<file path="config.mk">
export PLATFORM = sky130hd
export DESIGN_NAME = pattern_scan_controller
export DESIGN_NICKNAME = d
export VERILOG_FILES = /design/src/rtl/pattern_scan_controller_pkg.sv /design/src/rtl/pattern_scan_controller_rr_arbiter2.sv /design/src/rtl/pattern_scan_controller.sv
export SDC_FILE = /design/constraint.sdc
export NUM_CORES = 1
export LEC_CHECK = 0
export ABC_AREA = 1
export BUFFER_PORTS_ARGS = -buffer_cell sky130_fd_sc_hd__buf_2
export CAP_MARGIN = 20
export CORE_AREA = 2 2 57 59
export DETAILED_ROUTE_END_ITERATION = 8
export DIE_AREA = 0 0 59 61
export PLACE_DENSITY = 0.77
export SLEW_MARGIN = 20
export SYNTH_ARGS = -nofsm -noshare
export SYNTH_HDL_FRONTEND = slang
export SYNTH_HIERARCHICAL = 1
export SYNTH_SLANG_ARGS = --single-unit
</file>
<file path="constraint.sdc">
create_clock -name i_Clk -period 1.8 [get_ports i_Clk]
set_input_delay 0.27 -clock i_Clk [delete_from_list [all_inputs] [get_ports i_Clk]]
set_output_delay 0.27 -clock i_Clk [all_outputs]
set_load 0.02 [all_outputs]
</file>
<file path="src/rtl/pattern_scan_controller_pkg.sv">
// Shared definitions for the pattern scan controller: state encoding,
// requester indices and default geometry.
package pattern_scan_controller_pkg;

  localparam int DEF_WORD_W = 8;
  localparam int DEF_CNT_W  = 4;

  localparam logic REQ0 = 1'b0;
  localparam logic REQ1 = 1'b1;

  typedef enum logic [1:0] {
    ST_IDLE   = 2'd0,
    ST_CLEAR  = 2'd1,
    ST_SHIFT  = 2'd2,
    ST_REPORT = 2'd3
  } state_e;

endpackage

</file>
<file path="src/rtl/pattern_scan_controller_rr_arbiter2.sv">
// Two-input round-robin arbiter. A lone request wins outright; on a tie the
// requester that did not win last time is chosen. The pointer only moves when
// the caller actually captures a word.
module rr_arbiter2
  import pattern_scan_controller_pkg::*;
(
  input  logic       clk_i,
  input  logic       rst_i,
  input  logic [1:0] req_i,
  input  logic       update_i,
  output logic [1:0] gnt_o,
  output logic       idx_o
);

  logic last_q;

  // Pick the winner from the request pair and the last-winner pointer.
  always_comb begin
    // NOTE: every output gets a default first so no path leaves it unassigned (no latch).
    idx_o = REQ0;
    gnt_o = 2'b00;
    unique case (req_i)
      2'b01:   idx_o = REQ0;
      2'b10:   idx_o = REQ1;
      2'b11:   idx_o = ~last_q;
      default: idx_o = REQ0;
    endcase
    if (req_i != 2'b00) begin
      gnt_o = (idx_o == REQ1) ? 2'b10 : 2'b01;
    end
  end

  // Remember the winner; after reset requester 0 takes the first tie.
  always_ff @(posedge clk_i or posedge rst_i) begin
    if (rst_i) begin
      last_q <= REQ1;
    end else if (update_i && (req_i != 2'b00)) begin
      // NOTE: sequential state uses non-blocking assignments so all flops update together.
      last_q <= idx_o;
    end
  end

endmodule

</file>
<file path="src/rtl/pattern_scan_controller.sv">
// Shares one serial Mealy detector between two word requesters: captures the
// winning word, clears the detector, streams the word MSB-first and reports
// the saturating count of detector match pulses seen during the stream.
module pattern_scan_controller
  import pattern_scan_controller_pkg::*;
#(
  parameter int WORD_W = DEF_WORD_W,
  parameter int CNT_W  = DEF_CNT_W
) (
  input  logic              i_Clk,
  input  logic              Reset,
  input  logic [1:0]        i_Req,
  input  logic [WORD_W-1:0] i_Word0,
  input  logic [WORD_W-1:0] i_Word1,
  input  logic              i_X,
  output logic [1:0]        o_Grant,
  output logic              o_DetReset,
  output logic              o_Sequence,
  output logic              o_Busy,
  output logic              o_Done,
  output logic              o_DoneId,
  output logic [CNT_W-1:0]  o_MatchCount
);

  localparam int IDX_W = (WORD_W > 2) ? $clog2(WORD_W) : 1;
  localparam logic [IDX_W-1:0] LAST_IDX = IDX_W'(WORD_W - 1);
  localparam logic [CNT_W-1:0] CNT_MAX  = '1;

  state_e             state_q;
  logic [WORD_W-1:0]  shreg_q;
  logic [IDX_W-1:0]   idx_q;
  logic [CNT_W-1:0]   cnt_q;
  logic [CNT_W-1:0]   cnt_d;
  logic               owner_q;
  logic [1:0]         grant_q;
  logic               det_reset_q;
  logic               busy_q;
  logic               done_q;
  logic               done_id_q;
  logic [CNT_W-1:0]   match_q;

  logic [1:0]         arb_gnt;
  logic               arb_idx;
  logic               arb_update;

  assign arb_update = (state_q == ST_IDLE);

  rr_arbiter2 u_arb (
    .clk_i    (i_Clk),
    .rst_i    (Reset),
    .req_i    (i_Req),
    .update_i (arb_update),
    .gnt_o    (arb_gnt),
    .idx_o    (arb_idx)
  );

  // Saturating match count including the pulse for the bit on the wire now.
  always_comb begin
    cnt_d = cnt_q;
    if (i_X && (cnt_q != CNT_MAX)) begin
      cnt_d = cnt_q + 1'b1;
    end
  end

  // Scan FSM: capture, clear detector, serialize, report; pulses default low.
  always_ff @(posedge i_Clk or posedge Reset) begin
    if (Reset) begin
      state_q     <= ST_IDLE;
      shreg_q     <= '0;
      idx_q       <= '0;
      cnt_q       <= '0;
      owner_q     <= REQ0;
      grant_q     <= 2'b00;
      det_reset_q <= 1'b0;
      busy_q      <= 1'b0;
      done_q      <= 1'b0;
      done_id_q   <= 1'b0;
      match_q     <= '0;
    end else begin
      grant_q     <= 2'b00;
      det_reset_q <= 1'b0;
      done_q      <= 1'b0;
      unique case (state_q)
        ST_IDLE: begin
          if (i_Req != 2'b00) begin
            shreg_q     <= (arb_idx == REQ1) ? i_Word1 : i_Word0;
            owner_q     <= arb_idx;
            grant_q     <= arb_gnt;
            det_reset_q <= 1'b1;
            busy_q      <= 1'b1;
            state_q     <= ST_CLEAR;
          end
        end
        ST_CLEAR: begin
          cnt_q   <= '0;
          idx_q   <= '0;
          state_q <= ST_SHIFT;
        end
        ST_SHIFT: begin
          shreg_q <= {shreg_q[WORD_W-2:0], 1'b0};
          idx_q   <= idx_q + 1'b1;
          cnt_q   <= cnt_d;
          if (idx_q == LAST_IDX) begin
            done_q    <= 1'b1;
            done_id_q <= owner_q;
            match_q   <= cnt_d;
            state_q   <= ST_REPORT;
          end
        end
        ST_REPORT: begin
          busy_q  <= 1'b0;
          state_q <= ST_IDLE;
        end
        default: state_q <= ST_IDLE;
      endcase
    end
  end

  assign o_Grant      = grant_q;
  assign o_DetReset   = det_reset_q;
  assign o_Sequence   = (state_q == ST_SHIFT) ? shreg_q[WORD_W-1] : 1'b0;
  assign o_Busy       = busy_q;
  assign o_Done       = done_q;
  assign o_DoneId     = done_id_q;
  assign o_MatchCount = match_q;

endmodule

</file>
==> flow_metrics.env <==
export IMPL_min_period_ns=1.695
export IMPL_cts_root_buffer="clkbuf_4"
export IMPL_setup_viol=0
export IMPL_htreeDepth=2
export IMPL_yosysWarningCount=6
export IMPL_relSlewSlack_pct=76.02
export IMPL_final_layout_size_suffix_gt1_share_pct=28.00
export IMPL_cts_clk_slew_worst_paths_ns=0.10
export IMPL_place_area_mm2=0.001725
export IMPL_critPathRequiredTime_ns=1.53
export IMPL_setup_tns_ns=0
export IMPL_start_util_pct=52.58
export IMPL_fmax_mhz=589.8
export IMPL_synth_net_count=213
export IMPL_n_fill_cell=264
export IMPL_gr_total_overflow=0
export IMPL_drv_slew=0
export IMPL_grt_pass1_wl_um=5064
export IMPL_die_area_mm2=0.003599
export IMPL_worstHoldPathType="input port to flop"
export IMPL_status="complete, no violations"
export IMPL_grt_max_degree=29
export IMPL_final_area_mm2=0.001793
export IMPL_multiInputGateArea_um2=678.2
export IMPL_worstRegToRegCells=5
export IMPL_cap_violations=0
export IMPL_arrival_ns=1.43
export IMPL_dr_pass1_iters=4
export IMPL_seqCellArea_um2=726.9
export IMPL_final_nets=251
export IMPL_post_drt_wl_per_cell_um=11.34
export IMPL_grt_pass1_vias=1197
export IMPL_peakVddDrop_v=0.0005571
export IMPL_drc=0
export IMPL_clock_skew_ns=0.009654
export IMPL_final_common_cell="nand2_1"
export IMPL_dieHeight_um=61
export IMPL_vias=1275
export IMPL_dp_hpwl_um=2151
export IMPL_detail_route_antenna_nets=0
export IMPL_die_x_um=59
export IMPL_wl_um=2926
export IMPL_crit_path_end_kind="output port"
export IMPL_r2r_start="state_q[0]"
export IMPL_rsz0062_at_grt="false"
export IMPL_min_path_cells=3
export IMPL_critPathLaunchType="flop"
export IMPL_ios=32
export IMPL_finalCritPeriodShare_pct=94.19
export IMPL_synthCells=186
export IMPL_drt_initial_drc_count=50
export IMPL_powerDensity_mw_per_mm2=1509
export IMPL_ys_seq_area_share_pct=46.82
export IMPL_numCtsBuffers=5
export IMPL_cp_max_fo=8
export IMPL_drt_vias_per_instance=4.942
export IMPL_gp_congestion=0.8311
export IMPL_cts_tree="done"
export IMPL_syn_area_mm2=0.001553
export IMPL_globalRouteTotalUtil_pct=19.27
export IMPL_path_class="flop to output port"
export IMPL_postSynthAreaPerCell_um2=8.348
export IMPL_cts_sinks=29
export IMPL_numPortBuffers=31
export IMPL_clk_latency_ns=0.34
export IMPL_worst_slew_pin_slew_ns=0.3559
export IMPL_area_growth_pct=15.47
export IMPL_cts_max_path_buffers=2
export IMPL_finalHoldViolCount=0
export IMPL_diodes=0
export IMPL_antenna_found_initial=0
export IMPL_ys_ff_latch=29
export IMPL_ys_types=26
export IMPL_crit_start="state_q[0]"
export IMPL_hold_start="i_Req[1]"
export IMPL_p_leak_nw=0.9887
export IMPL_rows=20
export IMPL_layout_common_cells="nand2_1 (59), buf_2 (31), dfrtp_1 (28)"
export IMPL_coreArea_mm2=0.002953
[area by class of cell]
class | count | area share, %
multi-input cells | 125 | 37.82
well taps | 33 | 2.303
repair buffers | 34 | 10.05
clock inverters | 3 | 0.9770
flip-flops and latches | 29 | 40.54
clock buffers | 5 | 2.094
inverters | 29 | 6.211
[routing by layer]
layer | track usage (%) | vias up | routed length [µm]
li1 | - | 669 | -
met1 | 23.68 | 569 | 1400
met2 | 31.43 | 28 | 1316
met3 | 4.478 | 9 | 135
met4 | 10.71 | 0 | 73
met5 | 0 | - | 0
[per-stage QoR]
stage	utilization (%)	setup WS, ns	total power [mW]	cells	hold WS, ns
after detailed placement	58.43	0.2419	2.343	249	0.2769
after CTS	60.64	0.01215	2.747	258	0.2012
after global routing	60.72	0.005796	2.974	258	0.2150
final	60.72	0.1046	2.706	258	0.2148
after floorplan	-	0.4778	2.111	186	0.1597
after global placement	58.43	0.3647	2.292	249	0.2747
[kinds of logic after synthesis]
logic type	share of synthesized area, %
buffers and inverters	9.670
AOI/OAI and AO/OA	9.106
DFF	46.82
and+or+nand+nor	29.57
adders and majority gates	4.835
[worst max-delay path: stages, from the launching register on]
cell and delay (ns):
dfrtp_1 0.40, inv_1 0.11, ha_2 0.29, nand2_1 0.08, inv_1 0.05, buf_2 0.15
[cell usage after synthesis]
cell	number	share of area [%]
buf_4	1	0.48
dfstp_2	1	1.7
dfrtp_1	28	45
a22oi_1	1	0.48
nand2_8	1	1.3
inv_4	1	0.40
clkinv_1	1	0.24
nand3_1	22	7.1
ha_1	6	4.8
a22o_1	2	1.1
nor2_4	2	1.5
nand3_2	2	1.3
o21ai_2	7	3.9
o21bai_1	2	0.97
inv_2	3	0.73
nand4_1	1	0.40
nand2_2	1	0.40
o21ai_0	8	2.6
buf_6	1	0.73
nor2_1	8	1.9
and2_4	1	0.56
and2_2	1	0.48
inv_1	24	5.8
nor2_2	1	0.40
nand2_1	59	14
buf_12	1	1.3
[report_power, final]
part / leakage (nW) / internal (mW) / switching, mW
clock: 0.0310 / 0.147 / 0.243
sequential: 0.366 / 0.898 / 0.110
combinational: 0.592 / 0.467 / 0.840
[state kept, by name (all words and copies together) (netlist names)]
register      cells
o_MatchCount      4
o_Grant           2
state_q           2
o_DetReset        1
o_Busy            1
idx_q             3
cnt_q             4
owner_q           1
shreg_q           8
o_Done            1
u_arb/last_q      1
o_DoneId          1
[final timing paths]
| path | end | slack (ns) |
|---|---|---|
| max in group asynchronous | idx_q[2] | 0.96 |
| min | u_arb/last_q | 0.21 |
| min in group asynchronous | u_arb/last_q | 0.48 |
| min reg2reg | u_arb/last_q | 0.47 |
| max | o_Sequence | 0.10 |
| max reg2reg | state_q[0] | 0.30 |
[timing repair]
action / 4_1_cts / 5_1_grt
resized for setup: 0 / 1
hold buffers: 1 / 0
setup buffers: 0 / 0
hold endpoints to repair: 24 / 0
setup endpoints to repair: 0 / 1
Power figures use the tool's default switching activity.
